File: config.mk
export PLATFORM = sky130hd
export DESIGN_NAME = cordic_scheduler_flat
export DESIGN_NICKNAME = d
export VERILOG_FILES = /design/src/rtl/cordic_scheduler_if.sv /design/src/rtl/cordic_scheduler.sv /design/src/flat_wrapper.sv
export SDC_FILE = /design/constraint.sdc
export NUM_CORES = 1
export LEC_CHECK = 0
export BUFFER_PORTS_ARGS = -buffer_cell sky130_fd_sc_hd__buf_2
export CORE_MARGIN = 1
export CORE_UTILIZATION = 49
export CTS_CLUSTER_DIAMETER = 50
export DETAILED_ROUTE_END_ITERATION = 10
export MAX_ROUTING_LAYER = met4
export PLACE_DENSITY = 0.85
export SLEW_MARGIN = 20
export SYNTH_ARGS = -nofsm -noshare
export SYNTH_HDL_FRONTEND = slang
export SYNTH_SLANG_ARGS = --single-unit
File: constraint.sdc
create_clock -name clk -period 5 [get_ports clk]
set_clock_uncertainty 0.15 [all_clocks]
set_input_delay 0.25 -clock clk [delete_from_list [all_inputs] [get_ports clk]]
set_output_delay 0.25 -clock clk [all_outputs]
set_load 0.01 [all_outputs]
File: src/rtl/cordic_scheduler_if.sv
// Requester/response bundle for the shared CORDIC scheduler.
// master = requesters plus response consumer, slave = scheduler.
interface cordic_scheduler_if #(
    parameter int NUM_REQ = 3,
    parameter int W       = 16
);
    localparam int ID_W = $clog2(NUM_REQ);

    logic [NUM_REQ-1:0]   req_valid;
    logic [NUM_REQ-1:0]   req_ready;
    logic [2*NUM_REQ-1:0] req_mode;
    logic [NUM_REQ-1:0]   req_rot;
    logic [W*NUM_REQ-1:0] req_a;
    logic [W*NUM_REQ-1:0] req_b;

    logic                 rsp_valid;
    logic                 rsp_ready;
    logic [ID_W-1:0]      rsp_id;
    logic [W-1:0]         rsp_out1;
    logic [W-1:0]         rsp_out2;
    logic                 rsp_err;

    modport master (
        output req_valid, req_mode, req_rot, req_a, req_b, rsp_ready,
        input  req_ready, rsp_valid, rsp_id, rsp_out1, rsp_out2, rsp_err
    );

    modport slave (
        input  req_valid, req_mode, req_rot, req_a, req_b, rsp_ready,
        output req_ready, rsp_valid, rsp_id, rsp_out1, rsp_out2, rsp_err
    );
endinterface

File: src/rtl/cordic_scheduler.sv
// Round-robin scheduler sharing one start/done CORDIC core between NUM_REQ
// requesters. Operands stay registered on the core inputs for the whole
// operation, results land in a one-entry response register tagged with the
// requester index. Illegal modes and core timeouts return an error response.
module cordic_scheduler #(
    parameter int NUM_REQ     = 3,
    parameter int FIXED_WIDTH = 16,
    parameter int TIMEOUT     = 64
) (
    input  logic                   clk,
    input  logic                   rst,
    cordic_scheduler_if.slave      bus,
    output logic                   cordic_start_o,
    output logic [1:0]             cordic_mode_o,
    output logic                   cordic_rot_o,
    output logic [FIXED_WIDTH-1:0] cordic_a_o,
    output logic [FIXED_WIDTH-1:0] cordic_b_o,
    input  logic                   cordic_done_i,
    input  logic [FIXED_WIDTH-1:0] cordic_out1_i,
    input  logic [FIXED_WIDTH-1:0] cordic_out2_i,
    output logic                   timeout_flag_o
);
    localparam int W     = FIXED_WIDTH;
    localparam int ID_W  = $clog2(NUM_REQ);
    localparam int CNT_W = $clog2(TIMEOUT + 1);

    typedef enum logic [1:0] {S_IDLE, S_START, S_WAIT, S_RESP} state_t;

    state_t           state_q, state_d;
    logic [CNT_W-1:0] wait_cnt_q, wait_cnt_d;
    logic [ID_W-1:0]  rr_ptr_q, rr_ptr_d;
    logic [ID_W-1:0]  grant_idx, cand;
    logic             grant_valid;
    logic             accept, illegal, start, capture, abort;
    int               sum;

    logic [1:0]       mode_q;
    logic             rot_q;
    logic [W-1:0]     a_q, b_q;
    logic [ID_W-1:0]  rsp_id_q;
    logic [W-1:0]     out1_q, out2_q;
    logic             err_q;
    logic             tflag_q;

    logic [1:0]       mode_arr [NUM_REQ];
    logic [W-1:0]     a_arr    [NUM_REQ];
    logic [W-1:0]     b_arr    [NUM_REQ];

    genvar gi;
    generate
        for (gi = 0; gi < NUM_REQ; gi++) begin : g_unpack
            assign mode_arr[gi] = bus.req_mode[2*gi +: 2];
            assign a_arr[gi]    = bus.req_a[W*gi +: W];
            assign b_arr[gi]    = bus.req_b[W*gi +: W];
        end
    endgenerate

    // Grant: first valid requester at or after rr_ptr, wrapping; the loop runs
    // downward so the smallest offset from the pointer wins.
    always_comb begin
        grant_valid = 1'b0;
        grant_idx   = '0;
        cand        = '0;
        sum         = 0;
        for (int k = NUM_REQ - 1; k >= 0; k--) begin
            sum = int'(rr_ptr_q) + k;
            if (sum >= NUM_REQ) sum = sum - NUM_REQ;
            cand = ID_W'(sum);
            if (bus.req_valid[cand]) begin
                grant_valid = 1'b1;
                grant_idx   = cand;
            end
        end
    end

    assign accept   = (state_q == S_IDLE) && grant_valid;
    assign illegal  = accept && (mode_arr[grant_idx] == 2'b11);
    assign rr_ptr_d = (int'(grant_idx) == NUM_REQ - 1) ? '0 : grant_idx + 1'b1;

    // Only the granted requester sees ready, and only while idle.
    always_comb begin
        bus.req_ready = '0;
        if (accept) bus.req_ready[grant_idx] = 1'b1;
    end

    // FSM state and wait counter registers.
    always_ff @(posedge clk or posedge rst) begin
        if (rst) begin
            state_q    <= S_IDLE;
            wait_cnt_q <= '0;
        end else begin
            state_q    <= state_d;
            wait_cnt_q <= wait_cnt_d;
        end
    end

    // FSM next state plus the one-cycle strobes that steer the datapath.
    always_comb begin
        state_d    = state_q;
        wait_cnt_d = wait_cnt_q;
        start      = 1'b0;
        capture    = 1'b0;
        abort      = 1'b0;
        case (state_q)
            S_IDLE: begin
                if (accept) state_d = illegal ? S_RESP : S_START;
            end
            S_START: begin
                start      = 1'b1;
                wait_cnt_d = '0;
                state_d    = S_WAIT;
            end
            S_WAIT: begin
                if (cordic_done_i) begin
                    capture = 1'b1;
                    state_d = S_RESP;
                end else if (wait_cnt_q == CNT_W'(TIMEOUT - 1)) begin
                    abort   = 1'b1;
                    state_d = S_RESP;
                end else begin
                    wait_cnt_d = wait_cnt_q + 1'b1;
                end
            end
            S_RESP: begin
                if (bus.rsp_ready) state_d = S_IDLE;
            end
            default: state_d = S_IDLE;
        endcase
    end

    // Operand latch at accept, response capture at done or abort, sticky timeout.
    always_ff @(posedge clk or posedge rst) begin
        if (rst) begin
            rr_ptr_q <= '0;
            mode_q   <= '0;
            rot_q    <= 1'b0;
            a_q      <= '0;
            b_q      <= '0;
            rsp_id_q <= '0;
            out1_q   <= '0;
            out2_q   <= '0;
            err_q    <= 1'b0;
            tflag_q  <= 1'b0;
        end else begin
            if (accept) begin
                rr_ptr_q <= rr_ptr_d;
                rsp_id_q <= grant_idx;
                if (illegal) begin
                    // Core is never started; the last real operands stay on its inputs.
                    err_q  <= 1'b1;
                    out1_q <= '0;
                    out2_q <= '0;
                end else begin
                    mode_q <= mode_arr[grant_idx];
                    rot_q  <= bus.req_rot[grant_idx];
                    a_q    <= a_arr[grant_idx];
                    b_q    <= b_arr[grant_idx];
                end
            end
            if (capture) begin
                out1_q <= cordic_out1_i;
                out2_q <= cordic_out2_i;
                err_q  <= 1'b0;
            end
            if (abort) begin
                out1_q  <= '0;
                out2_q  <= '0;
                err_q   <= 1'b1;
                tflag_q <= 1'b1;
            end
        end
    end

    assign cordic_start_o = start;
    assign cordic_mode_o  = mode_q;
    assign cordic_rot_o   = rot_q;
    assign cordic_a_o     = a_q;
    assign cordic_b_o     = b_q;
    assign timeout_flag_o = tflag_q;

    assign bus.rsp_valid  = (state_q == S_RESP);
    assign bus.rsp_id     = rsp_id_q;
    assign bus.rsp_out1   = out1_q;
    assign bus.rsp_out2   = out2_q;
    assign bus.rsp_err    = err_q;
endmodule

File: src/flat_wrapper.sv
// flat-port wrapper written by rule: the top's interface ports become plain ports
module cordic_scheduler_flat 
#(
    parameter int NUM_REQ     = 3,
    parameter int FIXED_WIDTH = 16,
    parameter int TIMEOUT     = 64
)
  (clk, rst, cordic_start_o, cordic_mode_o, cordic_rot_o, cordic_a_o, cordic_b_o, cordic_done_i, cordic_out1_i, cordic_out2_i, timeout_flag_o, bus_req_valid, bus_req_mode, bus_req_rot, bus_req_a, bus_req_b, bus_rsp_ready, bus_req_ready, bus_rsp_valid, bus_rsp_id, bus_rsp_out1, bus_rsp_out2, bus_rsp_err);
  cordic_scheduler_if #(.NUM_REQ(NUM_REQ), .W((16))) bus_i ();
  input  logic clk;
  input  logic rst;
  output logic cordic_start_o;
  output logic [1:0] cordic_mode_o;
  output logic cordic_rot_o;
  output logic [FIXED_WIDTH-1:0] cordic_a_o;
  output logic [FIXED_WIDTH-1:0] cordic_b_o;
  input  logic cordic_done_i;
  input  logic [FIXED_WIDTH-1:0] cordic_out1_i;
  input  logic [FIXED_WIDTH-1:0] cordic_out2_i;
  output logic timeout_flag_o;
  input wire logic [$bits(bus_i.req_valid)-1:0] bus_req_valid;
  input wire logic [$bits(bus_i.req_mode)-1:0] bus_req_mode;
  input wire logic [$bits(bus_i.req_rot)-1:0] bus_req_rot;
  input wire logic [$bits(bus_i.req_a)-1:0] bus_req_a;
  input wire logic [$bits(bus_i.req_b)-1:0] bus_req_b;
  input wire logic [$bits(bus_i.rsp_ready)-1:0] bus_rsp_ready;
  output wire logic [$bits(bus_i.req_ready)-1:0] bus_req_ready;
  output wire logic [$bits(bus_i.rsp_valid)-1:0] bus_rsp_valid;
  output wire logic [$bits(bus_i.rsp_id)-1:0] bus_rsp_id;
  output wire logic [$bits(bus_i.rsp_out1)-1:0] bus_rsp_out1;
  output wire logic [$bits(bus_i.rsp_out2)-1:0] bus_rsp_out2;
  output wire logic [$bits(bus_i.rsp_err)-1:0] bus_rsp_err;
  assign bus_i.req_valid = bus_req_valid;
  assign bus_i.req_mode = bus_req_mode;
  assign bus_i.req_rot = bus_req_rot;
  assign bus_i.req_a = bus_req_a;
  assign bus_i.req_b = bus_req_b;
  assign bus_i.rsp_ready = bus_rsp_ready;
  assign bus_req_ready = bus_i.req_ready;
  assign bus_rsp_valid = bus_i.rsp_valid;
  assign bus_rsp_id = bus_i.rsp_id;
  assign bus_rsp_out1 = bus_i.rsp_out1;
  assign bus_rsp_out2 = bus_i.rsp_out2;
  assign bus_rsp_err = bus_i.rsp_err;
  cordic_scheduler #(.NUM_REQ(NUM_REQ), .FIXED_WIDTH(FIXED_WIDTH), .TIMEOUT(TIMEOUT)) u_core (.clk(clk), .rst(rst), .bus(bus_i), .cordic_start_o(cordic_start_o), .cordic_mode_o(cordic_mode_o), .cordic_rot_o(cordic_rot_o), .cordic_a_o(cordic_a_o), .cordic_b_o(cordic_b_o), .cordic_done_i(cordic_done_i), .cordic_out1_i(cordic_out1_i), .cordic_out2_i(cordic_out2_i), .timeout_flag_o(timeout_flag_o));
endmodule
; After elaboration in Yosys (flattened, before gate mapping)
; Cells that the tools add are included.
[totals]
reg_bits = 82
inputBits = 144
output_inout_bits = 76
elab_cells = 107
[classes]
addsub = 7
magnitude_cmp = 9
eq_ne = 11
muxes = 55
bitwise = 2
reduce_logical = 11
[ops]
columns = cell, count
row1 = 16-bit 2-to-1 mux, 10
row2 = 16-bit binary-select mux with 2-bit select, 2
row3 = 2-bit 2-to-1 mux, 14
row4 = 1-bit 2-to-1 mux, 18
row5 = 7-bit 2-to-1 mux, 2
row6 = 7-bit case mux with 2 select lines, 1
row7 = "2-bit by 3-bit less-than comparator with 1-bit output, second input constant", 4
row8 = 1-bit binary-select mux with 2-bit select, 4
row9 = "2-bit == test, second input constant", 4
row10 = 2-bit case mux with 4 select lines, 1
row11 = "7-bit by 1-bit adder with 7-bit output, second input constant", 1
row12 = "7-bit by 6-bit == test with 1-bit output, second input constant", 1
row13 = "3-bit by 2-bit >= comparator with 1-bit output, second input constant", 2
row14 = "2-bit inequality test, second input constant", 3
row15 = 3-bit AND reduction, 2
row16 = 3-bit nonzero test, 2
row17 = 2-bit binary-select mux with 2-bit select, 1
row18 = 2-bit AND reduction, 2
row19 = "2-bit by 1-bit subtractor with 2-bit output, second input constant", 2
row20 = "2-bit by 1-bit adder with 3-bit output, second input constant", 1
row21 = "2-bit by 2-bit adder with 3-bit output, second input constant", 1
row22 = "3-bit >= comparator, second input constant", 1
row23 = 1-bit logical AND, 3
row24 = 3-bit 2-to-1 mux, 1
row25 = 12 further kinds, 12

; Depth between registers and ports, before layout
; Gate-level depths: netlist of run 1.
[logic_depth]
word_depth = 18
depth_mapped = 11
mapped_depth_nobuf = 8

; Worst setup path after synthesis of run 1
; No wires, ideal clock.
[synth_timing]
kind = register -> register
startpoint = register u_core.rr_ptr_q[1]
endpoint = register u_core.a_q[0] (netlist: u_core.cordic_a_o[0])
setup_ns = 0.125
arrival_time_ns = 2.786
t_required_ns = 4.725
path_slack_ns = 1.939
path_stages_with_launch = 12
n_path_buf = 3
synth_period_minus_slack_ns = 3.061
path_cell_list = dfrtp_1 > inv_1 > ha_1 > buf_6 > mux2_4 > o32a_1 > a21o_1 > buf_4 > a311o_4 > a21oi_4 > buf_8 > mux2_4
[synth_via]
elab_chain_len = 16
word_cells_on_any_way = 35
classes_between = add/sub (5) / order compare (3) / eq/ne (1) / mux (21) / bitwise (2) / reduce/logical (3)
[synth_lines]
columns = element, line_no
row1 = from (decl), cordic_scheduler.sv:31  ; logic [ID_W-1:0] rr_ptr_q, rr_ptr_d;
row2 = from (signal assigned), cordic_scheduler.sv:146  ; rr_ptr_q <= rr_ptr_d;
row3 = 2-bit by 2-bit adder with 3-bit output, cordic_scheduler.sv:66  ; sum = int'(rr_ptr_q) + k;
row4 = 3-bit by 2-bit >= comparator with 1-bit output or 2-bit by 1-bit subtractor with 2-bit output (tied branches), cordic_scheduler.sv:67  ; if (sum >= NUM_REQ) sum = sum - NUM_REQ;
row5 = 2-bit 2-to-1 mux, cordic_scheduler.sv:67
row6 = 1-bit binary-select mux with 2-bit select, cordic_scheduler.sv:69  ; if (bus.req_valid[cand]) begin
row7 = 1-bit 2-to-1 mux (implied by the code), cordic_scheduler.sv:69
row8 = 2-bit 2-to-1 mux (3 in a row), cordic_scheduler.sv:69
row9 = 2-bit NOT with 3-bit output (implied by the code), "cordic_scheduler.sv:77, cordic_scheduler.sv:156"
row10 = 2-bit binary-select mux with 2-bit select, cordic_scheduler.sv:77  ; assign illegal = accept && (mode_arr[grant_idx] == 2'b11);
row11 = 2-bit 2-to-1 mux (implied by the code) (2 in a row), cordic_scheduler.sv:77
row12 = 2-bit == test, cordic_scheduler.sv:77
row13 = 1-bit logical AND, cordic_scheduler.sv:77
row14 = 1-bit NOT (no source line), -
row15 = 2-bit AND reduction (no source line), -
row16 = to (signal assigned), cordic_scheduler.sv:156  ; a_q <= a_arr[grant_idx];
row17 = to (decl), cordic_scheduler.sv:39  ; logic [W-1:0] a_q, b_q;
; Several ways; a longest one is shown, not always the timed one. The select of a mux whose other input is x is not followed.
; A chain may end at the register's enable or synchronous reset.

; Worst setup path after layout of run 1
[layout_timing]
startpoint = register u_core.rr_ptr_q[1]
endpoint = register u_core.b_q[13] (netlist: u_core.cordic_b_o[13])
[layout_via]
elab_chain_len = 16
word_cells_on_any_way = 35
classes_between = add/sub (5) / order compare (3) / eq/ne (1) / mux (21) / bitwise (2) / reduce/logical (3)
[layout_lines]
columns = element, line_no
row1 = 2-bit by 2-bit adder with 3-bit output, cordic_scheduler.sv:66
row2 = 3-bit by 2-bit >= comparator with 1-bit output or 2-bit by 1-bit subtractor with 2-bit output (tied branches), cordic_scheduler.sv:67
row3 = 2-bit 2-to-1 mux, cordic_scheduler.sv:67
row4 = 1-bit binary-select mux with 2-bit select, cordic_scheduler.sv:69
row5 = 1-bit 2-to-1 mux (implied by the code), cordic_scheduler.sv:69
row6 = 2-bit 2-to-1 mux (3 in a row), cordic_scheduler.sv:69
row7 = 2-bit NOT with 3-bit output (implied by the code), "cordic_scheduler.sv:77, cordic_scheduler.sv:157"
row8 = 2-bit binary-select mux with 2-bit select, cordic_scheduler.sv:77
row9 = 2-bit 2-to-1 mux (implied by the code) (2 in a row), cordic_scheduler.sv:77
row10 = 2-bit == test, cordic_scheduler.sv:77
row11 = 1-bit logical AND, cordic_scheduler.sv:77
row12 = 1-bit NOT (no source line), -
row13 = 2-bit AND reduction (no source line), -
row14 = to (signal assigned), cordic_scheduler.sv:157  ; b_q <= b_arr[grant_idx];
row15 = to (decl), cordic_scheduler.sv:39
; Several ways; a longest one is shown, not always the timed one. The select of a mux whose other input is x is not followed.

==> run metrics, run 1 <==
status=finished, violations left; Die W=95.5 um; Post-synth EDFFs=0; vias in the first global route=4306; leading area contributor after synthesis=dfrtp_1; Critical Path RT=~5.1 ns; xor/xnor cell area share of the yosys netlist=0.817%; chip height=95.5 um; Lkg Pwr=about 3.1 nW; number of nets produced by synthesis=581; ranking of synthesized cells by area=dfrtp_1, a21oi_1, a22o_1; total grt overflow=0; Yosys top cell area share=47.9%; GRT Total Usage=30.3%; Reg2Reg Setup Slack=about 1.2 ns; Rows=33; hold slack=-0.0518 ns; YS warnings=0; highest net fanout along the worst path=35; min-delay worst type=input pin to asynchronous set/reset pin; clock buffer depth=2; die area=~9100 um^2; first-pass GRT wire length=20.4 mm; setup ws final=~1.2 ns; Total Wirelength=13.1 mm; Slew @ Worst Pin=0.758 ns; core area=between 8000 and 9000 um^2; H-tree Lvls=3; largest net degree at the start of global routing=83; failing checks=negative hold slack; drt first pass iters=6; number of remaining DRC errors=0; num ports=220; minimum clock period=approximately 3.8 ns; mux cell area share after synthesis=10.9%; DRT antenna net count=0; Area Growth Syn to Fin=38.5%; Crit Path Category=flop to flop; DRT iter0 DRCs=about 270; Layout Nets=around 820; top post-synthesis cells by count=dfrtp_1, a21oi_1, nand2_1, nor2_1, a22o_1; endpoints failing hold=82; simple logic cell fraction of the synthesized area=11.6%; Main synth FF type=dfrtp_1; Slew Limit Fails=0; postcts setup bufs=0; Pwr Density=about 620 nW/um^2; initial antenna violation count=0; CTS tree=built; CP startpoint=u_core.rr_ptr_q[1]; Setup Total Neg Slack=0 ns; Seq cells post-synth=82; Mapped Area=4290 um^2; ys async rst share=100%; Worst-Skew Late Latency=0.35 ns; Vias=4321; peak supply drop=approximately 0.36 mV; # diodes=0; Synth Area in Adders=2.63%; number of gates resized after CTS=0; largest family of logic cells by synthesized area=compound AO/OA/AOI/OAI gates; fraction of layout cells with a size suffix above 1=39.6%; Critical Path AT=3.84 ns; Compound-Gate Fraction of Synth Area=between 20% and 30%; Clk pin slew, worst setup/hold paths=0.09 ns; most common cell in the netlist=dfrtp_1; Worst R2R Start=u_core.rr_ptr_q[1]; clk root buf=clkbuf_8; r2r endpoint=u_core.cordic_b_o[13]; reg2reg path depth=9; dpl ws=0.991 ns; routed vias/inst=approximately 5.6; Max-cap violations=0; Fmax achieved=roughly 0.27 GHz; routed len/inst=16.9 um; Placer Congestion=between 0.9 and 1; Tcrit/Tclk final=75.0%; Syn Inst Count=428; Starting Density=51.4%; dpl hpwl=~8.9 mm; Seq/Total Area, Yosys=47.9%; port buffer count=219; Worst setup SP type=flop; crit path capture=u_core.cordic_b_o[13]; RSZ-0062 raised after global routing=false; Setup Viol. Count Final=0; Rel. slew slack=48.2%; fillers=~640; CTS Sinks=82; Synth cell types=50; syn avg cell area=between 10 and 15 um^2; crit path capture type=flop; CTS Buf Count=9
==> flip-flops by register name, indices dropped and copies added, names as in the netlist <==
name / flops
u_core.state_q: 2
u_core.cordic_b_o: 16
u_core.cordic_rot_o: 1
u_core.bus.rsp_out2: 16
u_core.bus.rsp_id: 2
u_core.cordic_mode_o: 2
u_core.bus.rsp_out1: 16
u_core.cordic_a_o: 16
u_core.rr_ptr_q: 2
u_core.wait_cnt_q: 7
u_core.bus.rsp_err: 1
u_core.timeout_flag_o: 1
==> how the worst min path moves through the flow <==
stage                          startpoint                     end  slack [ns]  cells after the start
floorplan                cordic_out1_i[0]  u_core.bus.rsp_out1[0]        0.23                      1
finish                                rst   u_core.cordic_a_o[11]       -0.05                      3
detailed placement  u_core.timeout_flag_o   u_core.timeout_flag_o        0.30                      2
CTS                         cordic_done_i   u_core.timeout_flag_o        0.08                      3
global placement    u_core.timeout_flag_o   u_core.timeout_flag_o        0.30                      2
global route                          rst    u_core.wait_cnt_q[4]       0.006                      3
==> logic make-up (layout without fill, tap and decap cells) <==
kind of cell,Yosys count,after routing
compound gates,138,138
simple gates,115,115
buf+inv,42,285
flops,82,82
mux,38,38
xor+xnor,4,4
fa+ha+maj,9,9
==> layout by cell type, fill, tap and decap left out, types with 6 or more instances in the layout <==
cell and n:
a21oi_1 71, dlygate4sd3_1 32, ha_1 9, buf_2 219, nor2_1 42, mux2_4 11
a22o_1 32, dfrtp_1 82, mux2_2 6, clkbuf_8 10, o21ai_0 8, nand2_1 46
mux2_1 20, inv_1 12
==> metrics by stage <==
step           power [W]  std cells  util (%)  hold WS [ns]  area (um^2)
2_1_floorplan    0.00257        428         -         0.233         4290
3_3_place_gp     0.00306        728      64.7         0.302         5400
3_5_place_dp     0.00316        728      64.7         0.298         5400
4_1_cts          0.00369        776      71.1        0.0822         5930
5_1_grt          0.00396        776      71.2       0.00630         5940
6_report         0.00370        776      71.2       -0.0518         5940
==> layer usage <==
metal  global-route usage, %  vias up  part of all wire (%)
met3                    4.94       54                   5.1
li1                        -     1993                     -
met2                    51.3      220                    53
met1                    34.6     2054                    38
met4                    15.7        0                   4.1
met5                       -        -                     0
==> worst max-delay path, cell delays in order, from the launching register on <==
cell     delay (ns)
dfrtp_1        0.41
inv_1          0.07
ha_1           0.39
mux2_4         0.34
o32a_1         0.39
a21o_2         0.47
a311o_4        0.44
a21oi_4        0.14
buf_4          0.44
mux2_2         0.39
==> what timing repair did <==
action                                  CTS  global route
endpoints found under the setup margin    0             0
hold endpoints to repair                 32             0
hold buffers                             32             0
==> cell type report <==
cell class              count  area (um^2)  share of cell area [%]
repair buffers            256         1460                    24.5
inverters                  13         50.0                   0.843
well taps                 105          131                    2.21
clock buffers              10          138                    2.32
flip-flops and latches     82         2050                    34.6
clock inverters             6         71.3                    1.20
multi-input cells         304         2040                    34.3
==> power by group <==
part	internal, W	switching (W)
Clock	0.000249	0.000260
Combinational	0.000923	0.00118
Sequential	0.000940	0.000151
Total	0.00211	0.00159
No activity file was read; power rests on OpenSTA's default activity.
==> run 2, diff against run 1 <==
Settings changed: CORE_UTILIZATION 49 to 41, PLACE_DENSITY 0.85 to 0.76.
Clock period 5 ns to 3.25 ns, I/O delays scaled along.
==> run metrics, run 2 (synthesis gave the netlist of run 1 again) <==
num ports=220; routed len/inst=15.6 um; GRT Total Usage=25.1%; first-pass GRT wire length=21.0 mm; Non-Filler Instances=roughly 820; Clk pin slew, worst setup/hold paths=approximately 0.09 ns; # placed instances=764; routed vias/inst=between 5 and 6; Post-Layout Inst Area=6070 um^2; number of remaining DRC errors=0; DRT antenna net count=0; peak supply drop=0.433 mV; Power Internal=0.00332 W; dpl hpwl=9.10 mm; fraction of layout cells with a size suffix above 1=40.1%; final core utilization=around 60%; drt first pass iters=4; core area=9950 um^2; total grt overflow=0; most frequent cells in the layout=buf_2, dfrtp_1, a21oi_1, nand2_1, nor2_1; status=complete, no violations; Lkg Pwr=3.13 nW; DRT iter0 DRCs=159; clock buffer depth=2; minimum clock period=about 3 ns; commonest non-fill, non-tap cell in the layout=buf_2; CTS tree=built; Setup Total Neg Slack=0 ns; part of the power in registers=29.0%; highest net fanout along the worst path=10; Pwr Density=949 nW/um^2; Slew Limit Fails=0; Die W=104 um; Layout Nets=829; CTS Buf Count=9; Setup Viol. Count Final=0; Tcrit/Tclk final=94.0%; Multi-input gate area=2040 um^2; endpoints failing hold=0; Area Growth Syn to Fin=41.5%; Worst setup SP type=flop; Critical Path RT=2.94 ns; die area=10900 um^2; port buffer count=219; Starting Density=43.1%; Rel. slew slack=54.3%; Placer Congestion=0.912; Total Wirelength=12.7 mm; largest net degree at the start of global routing=a little under 60; Slew @ Worst Pin=0.685 ns; initial antenna violation count=1; CTS Sinks=between 80 and 90; Net Sw Frac=42.3%; clk root buf=clkbuf_8; Fmax achieved=0.327 GHz; RSZ-0062 raised after global routing=false; Sequential Area=between 2000 and 2500 um^2; chip height=104 um; Area after DPL=5510 um^2; Crit Path Category=flop to primary output; H-tree Lvls=3; Gate power share=a little under three fifths; crit path capture type=primary output; min-delay worst type=input pin to flop; Max-cap violations=0; Rows=36; Critical Path AT=~2.7 ns; fillers=approximately 850; clock power share=13.6%; Net Switching=between 0.002 and 0.0025 W; Worst-Skew Late Latency=0.36 ns; Vias=4225; vias in the first global route=4400
-- run 2: final cells by class --
class	instances	area share, %
sequential	82	33.8
clock buffer	9	2.04
antenna	1	0.0412
inverter	13	0.845
timing repair buffer	266	25.5
multi-input combinational	304	33.7
clock inverter	7	1.36
tap	133	2.74
-- run 2: final timing paths --
kind / slack, ns / end / cells after the start / start
worst max register to register: 0.23 / u_core.cordic_mode_o[1] / 9 / u_core.rr_ptr_q[0]
min in group asynchronous: 0.29 / u_core.bus.rsp_out1[13] / 3 / rst
worst min register to register: 0.33 / u_core.timeout_flag_o / 2 / u_core.timeout_flag_o
worst max-delay path: 0.20 / bus_req_ready[2] / 11 / u_core.rr_ptr_q[1]
max in group asynchronous: 1.81 / u_core.cordic_a_o[12] / 4 / rst
worst min-delay path: 0.01 / u_core.cordic_b_o[9] / 4 / bus_req_b[41]
-- run 2: repair_timing --
action | 4_1_cts | 5_1_grt
hold buffers | 34 | 0
resized for setup | 0 | 3
setup endpoints to repair | 0 | 3
hold endpoints to repair | 89 | 0
setup buffers | 0 | 0
-- run 2: power by group through the flow --
stage | combinational [W] | sequential, W | clock [W]
after floorplan | 0.00212 | 0.00184 | 0
after global placement | 0.00316 | 0.00167 | 0
after detailed placement | 0.00327 | 0.00168 | 0
after CTS | 0.00330 | 0.00167 | 0.000797
after global routing | 0.00362 | 0.00172 | 0.000848
final | 0.00330 | 0.00167 | 0.000784
-- run 2: stage by stage --
step           hold WS (ns)  power (W)  worst slack [ns]
2_1_floorplan         0.145    0.00396             0.189
3_3_place_gp          0.227    0.00483             0.352
3_5_place_dp          0.232    0.00495             0.261
4_1_cts             0.00855    0.00577            0.0217
5_1_grt              0.0280    0.00619            0.0276
6_report             0.0101    0.00576             0.196
-- run 2: critical path, stage by stage, from the launching register on --
cell       delay (ns)
dfrtp_1          0.42
inv_1            0.07
ha_1             0.18
buf_4            0.18
mux2i_2          0.27
nor2_1           0.07
a2111oi_2        0.38
buf_4            0.19
nand2b_1         0.17
buf_4            0.21
nor2_1           0.09
buf_2            0.16
-- run 2: per-layer routing --
| layer | share of wire (%) | wire length (um) | track usage, % |
|---|---|---|---|
| met5 | 0 | 0 | - |
| met4 | 4.4 | 554 | 14.1 |
| met3 | 4.6 | 585 | 4.20 |
| met2 | 52 | 6550 | 41.4 |
| met1 | 39 | 5020 | 28.9 |
